### src/rtl/alu_bit_serial_seq_if.sv
// Request/response bundle for the bit-serial ALU sequencer.
// The master issues operations and the slave (the sequencer) returns status and results.
interface alu_bit_serial_seq_if #(
   parameter int unsigned WIDTH = 8
);
   logic             start;
   logic [WIDTH-1:0] a;
   logic [WIDTH-1:0] b;
   logic [1:0]       op;
   logic             busy;
   logic             done;
   logic [WIDTH-1:0] result;
   logic             cout;
   logic             ovf;

   modport master (
      output start, a, b, op,
      input  busy, done, result, cout, ovf
   );

   modport slave (
      input  start, a, b, op,
      output busy, done, result, cout, ovf
   );
endinterface

### src/rtl/alu_bit_serial_seq.sv
// Bit-serial sequencer: drives an external 1-bit ALU cell LSB first, one bit per clock,
// and accumulates the result, final carry and signed overflow.
module alu_bit_serial_seq #(
   parameter int unsigned WIDTH = 8
) (
   input  logic clk,
   input  logic rst,
   alu_bit_serial_seq_if.slave bus,
   output logic alu_a,
   output logic alu_b,
   output logic alu_cin,
   output logic alu_f1,
   output logic alu_f0,
   input  logic alu_res,
   input  logic alu_cout
);
   localparam int unsigned CW = (WIDTH > 2) ? $clog2(WIDTH) : 1;

   typedef enum logic [1:0] {
      IDLE = 2'd0,
      RUN  = 2'd1,
      DONE = 2'd2
   } state_t;

   state_t           state;
   state_t           next_state;
   logic [WIDTH-1:0] a_sh;
   logic [WIDTH-1:0] b_sh;
   logic [WIDTH-1:0] res_sh;
   logic [WIDTH-1:0] res_next;
   logic [WIDTH-1:0] result_q;
   logic [1:0]       op_q;
   logic [CW-1:0]    cnt;
   logic             carry;
   logic             cout_q;
   logic             ovf_q;
   logic             busy;
   logic             done;
   logic             last;
   logic             arith;
   logic             sub;

   assign arith = ~op_q[1];
   assign sub   = (op_q == 2'b01);
   assign last  = (cnt == CW'(WIDTH - 1));

   always_ff @(posedge clk or posedge rst) begin
      if (rst) state <= IDLE;
      else     state <= next_state;
   end

   always_comb begin
      next_state = state;
      busy       = 1'b0;
      done       = 1'b0;
      alu_a      = 1'b0;
      alu_b      = 1'b0;
      alu_cin    = 1'b0;
      alu_f1     = op_q[1];
      alu_f0     = op_q[0];
      res_next   = {alu_res, res_sh[WIDTH-1:1]};
      case (state)
         IDLE: begin
            if (bus.start) next_state = RUN;
         end
         RUN: begin
            busy    = 1'b1;
            alu_a   = a_sh[0];
            // Subtraction is A + ~B + 1; the +1 comes from the preset carry.
            alu_b   = b_sh[0] ^ sub;
            alu_cin = carry;
            if (last) next_state = DONE;
         end
         DONE: begin
            busy       = 1'b1;
            done       = 1'b1;
            next_state = IDLE;
         end
         default: next_state = IDLE;
      endcase
   end

   always_ff @(posedge clk or posedge rst) begin
      if (rst) begin
         a_sh     <= '0;
         b_sh     <= '0;
         res_sh   <= '0;
         result_q <= '0;
         op_q     <= '0;
         cnt      <= '0;
         carry    <= 1'b0;
         cout_q   <= 1'b0;
         ovf_q    <= 1'b0;
      end else begin
         case (state)
            IDLE: begin
               if (bus.start) begin
                  a_sh  <= bus.a;
                  b_sh  <= bus.b;
                  op_q  <= bus.op;
                  carry <= (bus.op == 2'b01);
                  cnt   <= '0;
               end
            end
            RUN: begin
               res_sh <= res_next;
               a_sh   <= {1'b0, a_sh[WIDTH-1:1]};
               b_sh   <= {1'b0, b_sh[WIDTH-1:1]};
               carry  <= arith & alu_cout;
               cnt    <= cnt + CW'(1);
               if (last) begin
                  result_q <= res_next;
                  cout_q   <= arith & alu_cout;
                  // Carry into the MSB differs from carry out of it on signed overflow.
                  ovf_q    <= arith & (carry ^ alu_cout);
               end
            end
            default: ;
         endcase
      end
   end

   assign bus.busy   = busy;
   assign bus.done   = done;
   assign bus.result = result_q;
   assign bus.cout   = cout_q;
   assign bus.ovf    = ovf_q;
endmodule

### src/flat_wrapper.sv
// flat-port wrapper written by rule: the top's interface ports become plain ports
module alu_bit_serial_seq_flat 
#(
   parameter int unsigned WIDTH = 8
)
  (clk, rst, alu_a, alu_b, alu_cin, alu_f1, alu_f0, alu_res, alu_cout, bus_start, bus_a, bus_b, bus_op, bus_busy, bus_done, bus_result, bus_cout, bus_ovf);
  alu_bit_serial_seq_if #(.WIDTH(WIDTH)) bus_i ();
  input  logic clk;
  input  logic rst;
  output logic alu_a;
  output logic alu_b;
  output logic alu_cin;
  output logic alu_f1;
  output logic alu_f0;
  input  logic alu_res;
  input  logic alu_cout;
  input wire logic [$bits(bus_i.start)-1:0] bus_start;
  input wire logic [$bits(bus_i.a)-1:0] bus_a;
  input wire logic [$bits(bus_i.b)-1:0] bus_b;
  input wire logic [$bits(bus_i.op)-1:0] bus_op;
  output wire logic [$bits(bus_i.busy)-1:0] bus_busy;
  output wire logic [$bits(bus_i.done)-1:0] bus_done;
  output wire logic [$bits(bus_i.result)-1:0] bus_result;
  output wire logic [$bits(bus_i.cout)-1:0] bus_cout;
  output wire logic [$bits(bus_i.ovf)-1:0] bus_ovf;
  assign bus_i.start = bus_start;
  assign bus_i.a = bus_a;
  assign bus_i.b = bus_b;
  assign bus_i.op = bus_op;
  assign bus_busy = bus_i.busy;
  assign bus_done = bus_i.done;
  assign bus_result = bus_i.result;
  assign bus_cout = bus_i.cout;
  assign bus_ovf = bus_i.ovf;
  alu_bit_serial_seq #(.WIDTH(WIDTH)) u_core (.clk(clk), .rst(rst), .bus(bus_i), .alu_a(alu_a), .alu_b(alu_b), .alu_cin(alu_cin), .alu_f1(alu_f1), .alu_f0(alu_f0), .alu_res(alu_res), .alu_cout(alu_cout));
endmodule
### config.mk
export PLATFORM = sky130hd
export DESIGN_NAME = alu_bit_serial_seq_flat
export DESIGN_NICKNAME = d
export VERILOG_FILES = /design/src/rtl/alu_bit_serial_seq_if.sv /design/src/rtl/alu_bit_serial_seq.sv /design/src/flat_wrapper.sv
export SDC_FILE = /design/constraint.sdc
export NUM_CORES = 1
export LEC_CHECK = 0
export ABC_AREA = 1
export BUFFER_PORTS_ARGS = -buffer_cell sky130_fd_sc_hd__buf_4
export CORE_AREA = 3 3 68 70
export DETAILED_ROUTE_END_ITERATION = 16
export DIE_AREA = 0 0 71 73
export HOLD_SLACK_MARGIN = 0.12
export PLACE_DENSITY = 0.79
export SLEW_MARGIN = 30
export SYNTH_ARGS = -nofsm -noshare
export SYNTH_HDL_FRONTEND = slang
export SYNTH_SLANG_ARGS = --single-unit
### constraint.sdc
create_clock -name clk -period 1.25 [get_ports clk]
set_input_delay 0.1875 -clock clk [delete_from_list [all_inputs] [get_ports clk]]
set_output_delay 0.1875 -clock clk [all_outputs]
set_load 0.01 [all_outputs]
-- Yosys cells after proc, flatten, opt, wreduce, memory -nomap -nowiden
Index checks and enable logic that the tools add are counted.
- latch bits: 0
- output and inout port bits: 17
- input bits: 23
- memories: 0
- bits in read-only memories: 0
- register bits: 42
- bits in writable memories: 0
- word-level logic and storage cells: 46
- add/sub/neg operators: 1
- order comparisons: 0
- shifts and indexed selects: 0
- div/mod/pow operators: 0
- equal/unequal tests: 7
- reductions and logical operators: 7
- bitwise logic cells: 5
- $mul: 0
- muxes and demuxes: 16
- operators by type and width (operator ; number):
    one-hot mux 8 bit (2 select lines) ; 2
    two-way mux 8 bit ; 2
    AND reduction 2 bit ; 4
    == test 2 x 1 -> 1 bit, second input constant ; 3
    two-way mux 1 bit ; 6
    one-hot mux 3 bit (2 select lines) ; 1
    two-way mux 2 bit ; 2
    one-hot mux 2 bit (2 select lines) ; 1
    adder 3 x 1 -> 3 bit, second input constant ; 1
    == test 3 bit, second input constant ; 1
    two-way mux 3 bit ; 1
    AND 1 bit ; 2
    == test 2 bit, second input constant ; 1
    zero test 2 bit ; 1
    inequality test 2 x 1 -> 1 bit, second input constant ; 1
    inequality test 2 bit, second input constant ; 1
    one-hot mux 1 bit (2 select lines) ; 1
    nonzero test 2 bit ; 1
    OR reduction 2 bit ; 1
    bitwise XOR 1 bit ; 2
    inverter 1 bit ; 1

-- Depth between registers and ports, before layout
Gate-level depths: netlist of the first run.
- word-level depth: 3
- depth in mapped cells: 8
- mapped depth without buffers: 7

-- Worst setup path after synthesis of the first run
OpenSTA, ideal clock, no wires.
- path type: register -> output
- start point: reg u_core.state[1]
- end point: out alu_b
- required time: 1062 ps
- slack: -138 ps
- arrival: 1201 ps
- stages on the path, launching flop included: 7
- cell sequence: dfrtp_1 inv_1 ha_1 buf_6 buf_4 nand2_1 nor2_1
- word-level cells in the longest chain between the ends: 2
- RTL lines (what ; line ; text):
    start: declaration ; alu_bit_serial_seq.sv:25 ; state_t state;
    start signal: assignment ; alu_bit_serial_seq.sv:49 ; else state <= next_state;
    == test 2 x 1 -> 1 bit ; alu_bit_serial_seq.sv:62 ; case (state)
    two-way mux 1 bit ; alu_bit_serial_seq.sv:62 ;
    end: declaration ; flat_wrapper.sv:11 ; output logic alu_b;
No other way between the ends.

-- Worst setup path in the final report of the first run
Same ends and word-level chain as after synthesis.

==> flow_summary.toml, run 1 <==
[status]
run_status = "finished with violations"
violations = "negative setup slack"

[placed_design]
place.gp.congestion = 0.7985
buffer_ports.inserted = 39
place.detailed.hpwl_um = 2894

[routing]
detail_route.first_pass.iterations = 4
routed_wire_length_per_instance_um = 12.79
drt_first_iter_violations = 122
detail-route-antenna-nets = 0
drt_wl_total_um = 4553
detail_route.vias_per_cell = 5.070
number_of_remaining_drc_errors = 0
via_count = 1805

[global_route]
first_global_vias = 1603
grt_use_total_pct = 17.36
largest_net_degree_at_the_start_of_global_routing = 42
grt_pass1_wl_um = 6996
gr-total-overflow = 0
antenna_found_initial = 0

[layout]
fin_util_pct = 68.88
multi_input_comb_area_um2 = 882.1
post_route_cells_drive_above_1_share_pct = 28.76
regArea_um2 = 1026
areaGrowthSynthToFinish_pct = 41.91
fill_cells = 302
layout.nets = 334
n_antenna_cell = 0

[pwr]
power_density_normalized_to_cell_area_nw_per_um2 = 2394
power.leakage_nw = 1.480
ir_drop_mv = 1.467

[setup_path]
worst_ep_required_time_ps = 1060
worstSetupStartpoint = "u_core.state[1]$_DFFE_PP0P_"
worstReg2RegStart = "u_core.state[1]$_DFFE_PP0P_"
worst-r2r-setup-slack_ps = -140
crit_fanout = 6
timing.critical_path.to_type = "output port"
critical_path.startpoint_type = "flop"
timing_worst_setup_path_type = "reg2out"
r2r_cells = 9
worstReg2RegEnd = "u_core.b_sh[5]$_DFFE_PP0P_"
worst_ep_arrival_time_ps = 1260

[worst_hold_path]
timing.hold.worst.start = "bus_a[7]"
hold_path_end = "u_core.a_sh[7]$_DFFE_PP0P_"
holdPathStages = 3
holdCritPathClass = "in2reg"

[synthesis]
yosysSeqAreaShare_pct = 52.46
postSynthCellCount = 244
synth_cell_area_um2 = 1956
ys.warnings.count = 0
syn_area_per_cell_um2 = 8.015
synth_area_leaders = "sky130_fd_sc_hd__dfrtp_1, sky130_fd_sc_hd__nand2_1, sky130_fd_sc_hd__nand3_1, sky130_fd_sc_hd__ha_1, sky130_fd_sc_hd__inv_1"
fraction_of_synthesized_cell_area_taken_by_the_top_area_cell_type_pct = 52.46
ys_types = 15
netlist.top_cell.by_area = "sky130_fd_sc_hd__dfrtp_1"
postSynthNetCount = 273
synth-seq-cells = 41

[sta]
drv_slew = 0
timing_hold_violations_final = 0
maxClockFrequency_ghz = 0.6916
setup_viol = 41
rsz0062_at_grt = "true"
worst_slack_ps = -196.0
timing.slew.headroom_pct = 85.37
post-route-min-period_ps = 1446
tightest_slew_ps = 219.5
timing.hold.ws_ps = 141.4
layout_worst_path_cycle_share_pct = 115.7
clock-skew-final_ps = 5.324

[clock_network]
clock_latency_late_sink_ps = 290
clock-sinks = 41
cts.clk_slew.worst_paths_ps = 70
clock_path_buffers = 2
cts-buffers-inserted = 5
cts_htree_levels = 2
cts_tree = "yes"
clock-root-buffer = "sky130_fd_sc_hd__clkbuf_8"

[floorplan]
die_area_um2 = 5183
io_pins = 40
initial_core_util_pct = 48.54
core_area_um2 = 4029
die_y_um = 73
rows = 23
die_width_um = 71

[flow_run]
cap_viol_max_count = 0
-- repair_timing --
action,4_1_cts,5_1_grt
gates cloned,0,2
pin swaps,1,2
gates resized for setup,13,25
endpoints found under the setup margin,31,46
setup buffers,1,4
hold endpoints to repair,42,0
hold buffers,2,0
-- Yosys cell counts --
master,n
sky130_fd_sc_hd__buf_2,5
sky130_fd_sc_hd__nor2_1,2
sky130_fd_sc_hd__nand3_1,29
sky130_fd_sc_hd__nand2_2,3
sky130_fd_sc_hd__buf_4,3
sky130_fd_sc_hd__inv_2,2
sky130_fd_sc_hd__nand2_1,110
sky130_fd_sc_hd__o21ai_0,9
sky130_fd_sc_hd__o21ai_1,11
sky130_fd_sc_hd__ha_1,6
sky130_fd_sc_hd__a21oi_1,1
sky130_fd_sc_hd__buf_6,3
sky130_fd_sc_hd__dfrtp_1,41
sky130_fd_sc_hd__xor2_1,1
sky130_fd_sc_hd__inv_1,18
-- power breakdown --
group	switching, mW	internal [mW]	total, mW
clock network	0.440	0.651	1.09
logic	1.79	1.61	3.40
registers	0.319	1.84	2.15
-- how the worst max path moves through the flow --
stage	cells after the start	slack [ps]	endpoint
3_3_place_gp	7	-60	u_core.carry$_DFFE_PP0P_
3_5_place_dp	7	-100	u_core.a_sh[1]$_DFFE_PP0P_
4_1_cts	5	-170	alu_b
2_1_floorplan	8	-20	u_core.b_sh[0]$_DFFE_PP0P_
6_report	5	-200	alu_b
5_1_grt	5	-250	alu_b
-- layout make-up --
type / instances / share of cell area, %
Sequential cell: 41 / 36.97
Clock inverter: 1 / 1.082
Tap cell: 50 / 2.254
Timing Repair Buffer: 65 / 21.73
Multi-Input combinational cell: 172 / 31.79
Inverter: 20 / 3.066
Clock buffer: 7 / 3.111
-- cells by family after synthesis --
logic type               synth area share, %
flip-flops                             52.46
XOR/XNOR                              0.4479
AO/OA/AOI/OAI                          5.374
adder cells (fa/ha/maj)                3.839
buffers and inverters                  7.997
AND/OR/NAND/NOR                        29.88
-- critical path, cell delays in order, from the launching register on --
cell and delay [ps]:
sky130_fd_sc_hd__dfrtp_1 400, sky130_fd_sc_hd__inv_2 100, sky130_fd_sc_hd__ha_4 200, sky130_fd_sc_hd__nand2_2 70
sky130_fd_sc_hd__nor2_2 70, sky130_fd_sc_hd__buf_4 120
-- through the flow --
stage	TNS [ps]	instances	power, mW	setup WS, ps	area [um^2]
floorplan	-187.4	244	3.877	-18.42	1973
global placement	-801.8	340	4.714	-64.73	2432
detailed placement	-1507	340	4.795	-103.6	2432
CTS	-3299	351	6.061	-165.1	2614
global route	-5993	356	7.139	-245.4	2775
finish	-3982	356	6.643	-196.0	2775
-- layer usage --
layer  wire (um)  GRT usage, %  part of all wire, %  vias to the layer above
met3         251         3.581                  5.5                        7
met2        2217         27.09                   49                       52
met4          86         8.768                  1.9                        0
met5           0             0                    0                        -
li1            -             -                    -                      887
met1        1999         23.03                   44                      859
-- layout by cell type (no fill, tap or decap), types with 6 or more instances in the layout --
| cell type | count |
|---|---|
| sky130_fd_sc_hd__nand2_1 | 104 |
| sky130_fd_sc_hd__buf_4 | 47 |
| sky130_fd_sc_hd__dfrtp_1 | 41 |
| sky130_fd_sc_hd__nand3_1 | 29 |
| sky130_fd_sc_hd__inv_1 | 16 |
| sky130_fd_sc_hd__o21ai_1 | 14 |
| sky130_fd_sc_hd__buf_6 | 8 |
| sky130_fd_sc_hd__o21ai_0 | 6 |
| sky130_fd_sc_hd__clkbuf_8 | 6 |
-- sequential cells by signal (all words and copies together) (netlist names) --
register,cells
u_core.a_sh,8
u_core.b_sh,8
u_core.bus.cout,1
u_core.bus.ovf,1
u_core.bus.result,8
u_core.carry,1
u_core.cnt,3
u_core.op_q,2
u_core.res_sh,7
u_core.state,2
No activity file was read; power rests on OpenSTA's default activity.
==> run 2, diff against run 1 <==
--- a/config.mk
+++ b/config.mk
@@ -5,11 +5,11 @@
 export SDC_FILE = /design/constraint.sdc
 export NUM_CORES = 1
 export LEC_CHECK = 0
-export ABC_AREA = 1
+export ABC_AREA = 0
 export BUFFER_PORTS_ARGS = -buffer_cell sky130_fd_sc_hd__buf_4
-export CORE_AREA = 3 3 68 70
+export CORE_AREA = 3 3 67 69
 export DETAILED_ROUTE_END_ITERATION = 16
-export DIE_AREA = 0 0 71 73
+export DIE_AREA = 0 0 70 72
 export HOLD_SLACK_MARGIN = 0.12
 export PLACE_DENSITY = 0.79
 export SLEW_MARGIN = 30
==> run 2 against run 1 <==
The flow still finishes with violations (negative setup slack). Highest routed layer unchanged. Largest cell class unchanged. Global-route usage is 1.1 points lower. Count of clock-buffer cells in the layout is 1 lower. Setup slack worse by 51 ps. Sequential share of layout area is 0.90 points lower. Utilization is 2.8 points higher.
==> flow_summary.toml, run 2 <==
[status]
run_status = "finished with violations"
violations = "negative setup slack"

[layout]
n_antenna_cell = 0
layout.cells.most_common_list = "sky130_fd_sc_hd__buf_4, sky130_fd_sc_hd__dfrtp_1, sky130_fd_sc_hd__nand2_1, sky130_fd_sc_hd__o21ai_1, sky130_fd_sc_hd__mux2_4"
layout.nets = 252
most_common_cell_after_layout_fill_and_taps_aside = "sky130_fd_sc_hd__buf_4"
post_route_cells_drive_above_1_share_pct = 52.68
fin_util_pct = 71.71
fill_cells = 271
areaGrowthSynthToFinish_pct = 49.64

[synthesis]
synth-seq-cells = 41
synth_top_flop_cell = "sky130_fd_sc_hd__dfrtp_1"
synth_compound_area_share_pct = 7.824
synth_cell_area_um2 = 1903
fraction_of_synthesized_cell_area_taken_by_the_top_area_cell_type_pct = 53.91
post-synth-top-count-cell = "sky130_fd_sc_hd__dfrtp_1"
ys.warnings.count = 0
synth_edf_count = 0
ys_types = 24
synthArstFlopShare_pct = 100.0
synth_top_family_by_area = "multiplexers"
synth_mux_area_share_pct = 19.79
yosysSeqAreaShare_pct = 53.91
simple_gate_area_share_of_the_yosys_netlist_pct = 8.744
yosys.area_share.adder_pct = 3.945
synth_area_leaders = "sky130_fd_sc_hd__dfrtp_1, sky130_fd_sc_hd__mux2_2, sky130_fd_sc_hd__mux2i_1, sky130_fd_sc_hd__nand2_1, sky130_fd_sc_hd__ha_1"
postSynthCellCount = 157
netlist.top_cell.by_area = "sky130_fd_sc_hd__dfrtp_1"
post_synth_xor_area_fraction_pct = 0.9204
postSynthNetCount = 186
syn_area_per_cell_um2 = 12.12
yosys-top-cells-count = "sky130_fd_sc_hd__dfrtp_1, sky130_fd_sc_hd__nand2_1, sky130_fd_sc_hd__mux2_2, sky130_fd_sc_hd__mux2i_1, sky130_fd_sc_hd__o21ai_0"

[global_route]
globalRouteMet1Util_pct = 21.71
met3_usage_pct = 4.709
grt_use_total_pct = 16.28
gr-total-overflow = 0
grt_pass1_wl_um = 6520
grt.busiest_layer = "met2"
first_global_vias = 1360
global_route_met2_usage_pct = 26.86
largest_net_degree_at_the_start_of_global_routing = 42
antenna_found_initial = 0

[clock_network]
cts_tree = "yes"
cts-buffers-inserted = 5
clock_path_buffers = 2
cts.clk_slew.worst_paths_ps = 80
clock-sinks = 41
clock_latency_late_sink_ps = 290
cts_htree_levels = 2
clock-root-buffer = "sky130_fd_sc_hd__clkbuf_8"

[routing]
drt_wl_total_um = 4234
via_count = 1404
detail-route-antenna-nets = 0
detail_route.first_pass.iterations = 4
drt_first_iter_violations = 78
routed_wire_length_per_instance_um = 15.45
detail_route.vias_per_cell = 5.124
number_of_remaining_drc_errors = 0

[setup_path]
timing_worst_setup_path_type = "reg2out"
crit_fanout = 5
library_cell_contributing_the_largest_single_delay_on_the_critical_path = "sky130_fd_sc_hd__dfrtp_2"
critical_path.startpoint_type = "flop"
timing.critical_path.to_type = "output port"
r2r_cells = 7
worst_ep_arrival_time_ps = 1310
worst_ep_required_time_ps = 1060
critical_path_cell_list = "ha_4 -> buf_12 -> and2_4 -> buf_6"
critical-path-max-stage-delay_ps = 440

[pwr]
switching_share_pct = 34.33
internal_power_mw = 4.868
power.share.clock_pct = 11.3
power.leakage_nw = 1.379
combPwrFrac_pct = 57.1
reported_net_switching_power_mw = 2.545
p_total_mw = 7.413
ir_drop_mv = 1.260
seq_power_share_pct = 31.6
power_density_normalized_to_cell_area_nw_per_um2 = 2603

[placed_design]
place.detailed.hpwl_um = 2640
preCtsSetupSlack_ps = -199.8
place.gp.congestion = 0.7528
buffer_ports.inserted = 39

[sta]
worst_slack_ps = -246.7
layout_worst_path_cycle_share_pct = 119.7
maxClockFrequency_ghz = 0.6681
setup-tns-final_ps = -6672
clock-skew-final_ps = 5.260
drv_slew = 0
tightest_slew_ps = 215.2
post-route-min-period_ps = 1497
timing.hold.ws_ps = 138.2
timing_hold_violations_final = 0
timing.slew.headroom_pct = 85.24
rsz0062_at_grt = "true"
setup_viol = 45

[floorplan]
core_area_um2 = 3971
initial_core_util_pct = 47.92
io_pins = 40
die_width_um = 70
die_y_um = 72
die_area_um2 = 5040
rows = 23

[worst_hold_path]
holdCritPathClass = "in2reg"
holdPathStages = 2

[flow_run]
cap_viol_max_count = 0
[run 2: critical path: cells and delay by family, from the launching register on]
family	cells	cell delay (ps)
fa+ha+maj	1	190
flops	1	440
simple gates	1	140
buf+inv	2	240
[run 2: cell families after synthesis]
logic type / count (synthesis)
AND/OR/NAND/NOR: 35
AO/OA/AOI/OAI: 26
flip-flops: 41
multiplexers: 34
buffers and inverters: 13
XOR/XNOR: 2
adder cells (fa/ha/maj): 6
[run 2: worst paths after layout]
kind                                                  start                          endpoint  slack, ps
worst max register to register  u_core.state[1]$_DFFE_PP0P_        u_core.a_sh[1]$_DFFE_PP0P_       -220
worst min-delay path                                alu_res  u_core.bus.result[7]$_DFFE_PP0P_        140
worst max-delay path            u_core.state[0]$_DFFE_PP0P_                           alu_cin       -250
min in group asynchronous                               rst        u_core.a_sh[0]$_DFFE_PP0P_        510
worst min register to register   u_core.bus.ovf$_DFFE_PP0P_        u_core.bus.ovf$_DFFE_PP0P_        490
max in group asynchronous                               rst       u_core.state[0]$_DFFE_PP0P_        530
[run 2: through the flow]
stage | cells | instance area (um^2)
floorplan | 157 | 1966
global placement | 251 | 2406
detailed placement | 251 | 2406
CTS | 268 | 2646
global route | 274 | 2848
finish | 274 | 2848
[run 2: repair_timing]
action | in CTS | in global routing
cloned | 1 | 1
buffers inserted | 7 | 5
hold buffers | 1 | 0
hold endpoints to repair | 41 | 0
setup endpoints to repair | 42 | 46
pin swaps | 4 | 5
gates resized for setup | 29 | 35
[run 2: cell type report]
type | count | area [um^2] | share of cell area, %
flip-flops and latches | 41 | 1027 | 36.07
multi-input cells | 104 | 985.9 | 34.62
repair buffers | 67 | 674.4 | 23.68
clock buffers | 6 | 72.57 | 2.548
well taps | 50 | 62.56 | 2.197
inverters | 4 | 15.01 | 0.5272
clock inverters | 2 | 10.01 | 0.3515
[run 2: power by group through the flow]
stage,sequential (mW),combinational (mW),clock [mW]
after floorplan,2.31,2.03,0
after global placement,2.29,3.08,0
after detailed placement,2.32,3.17,0
after CTS,2.30,3.63,0.846
after global routing,2.41,4.53,0.911
final,2.34,4.23,0.838
[run 2: metal layers]
| layer | part of all wire [%] | wire, um |
|---|---|---|
| met1 | 45 | 1889 |
| met2 | 51 | 2153 |
| met3 | 4.0 | 169 |
| met4 | 0.50 | 21 |
| met5 | 0 | 0 |
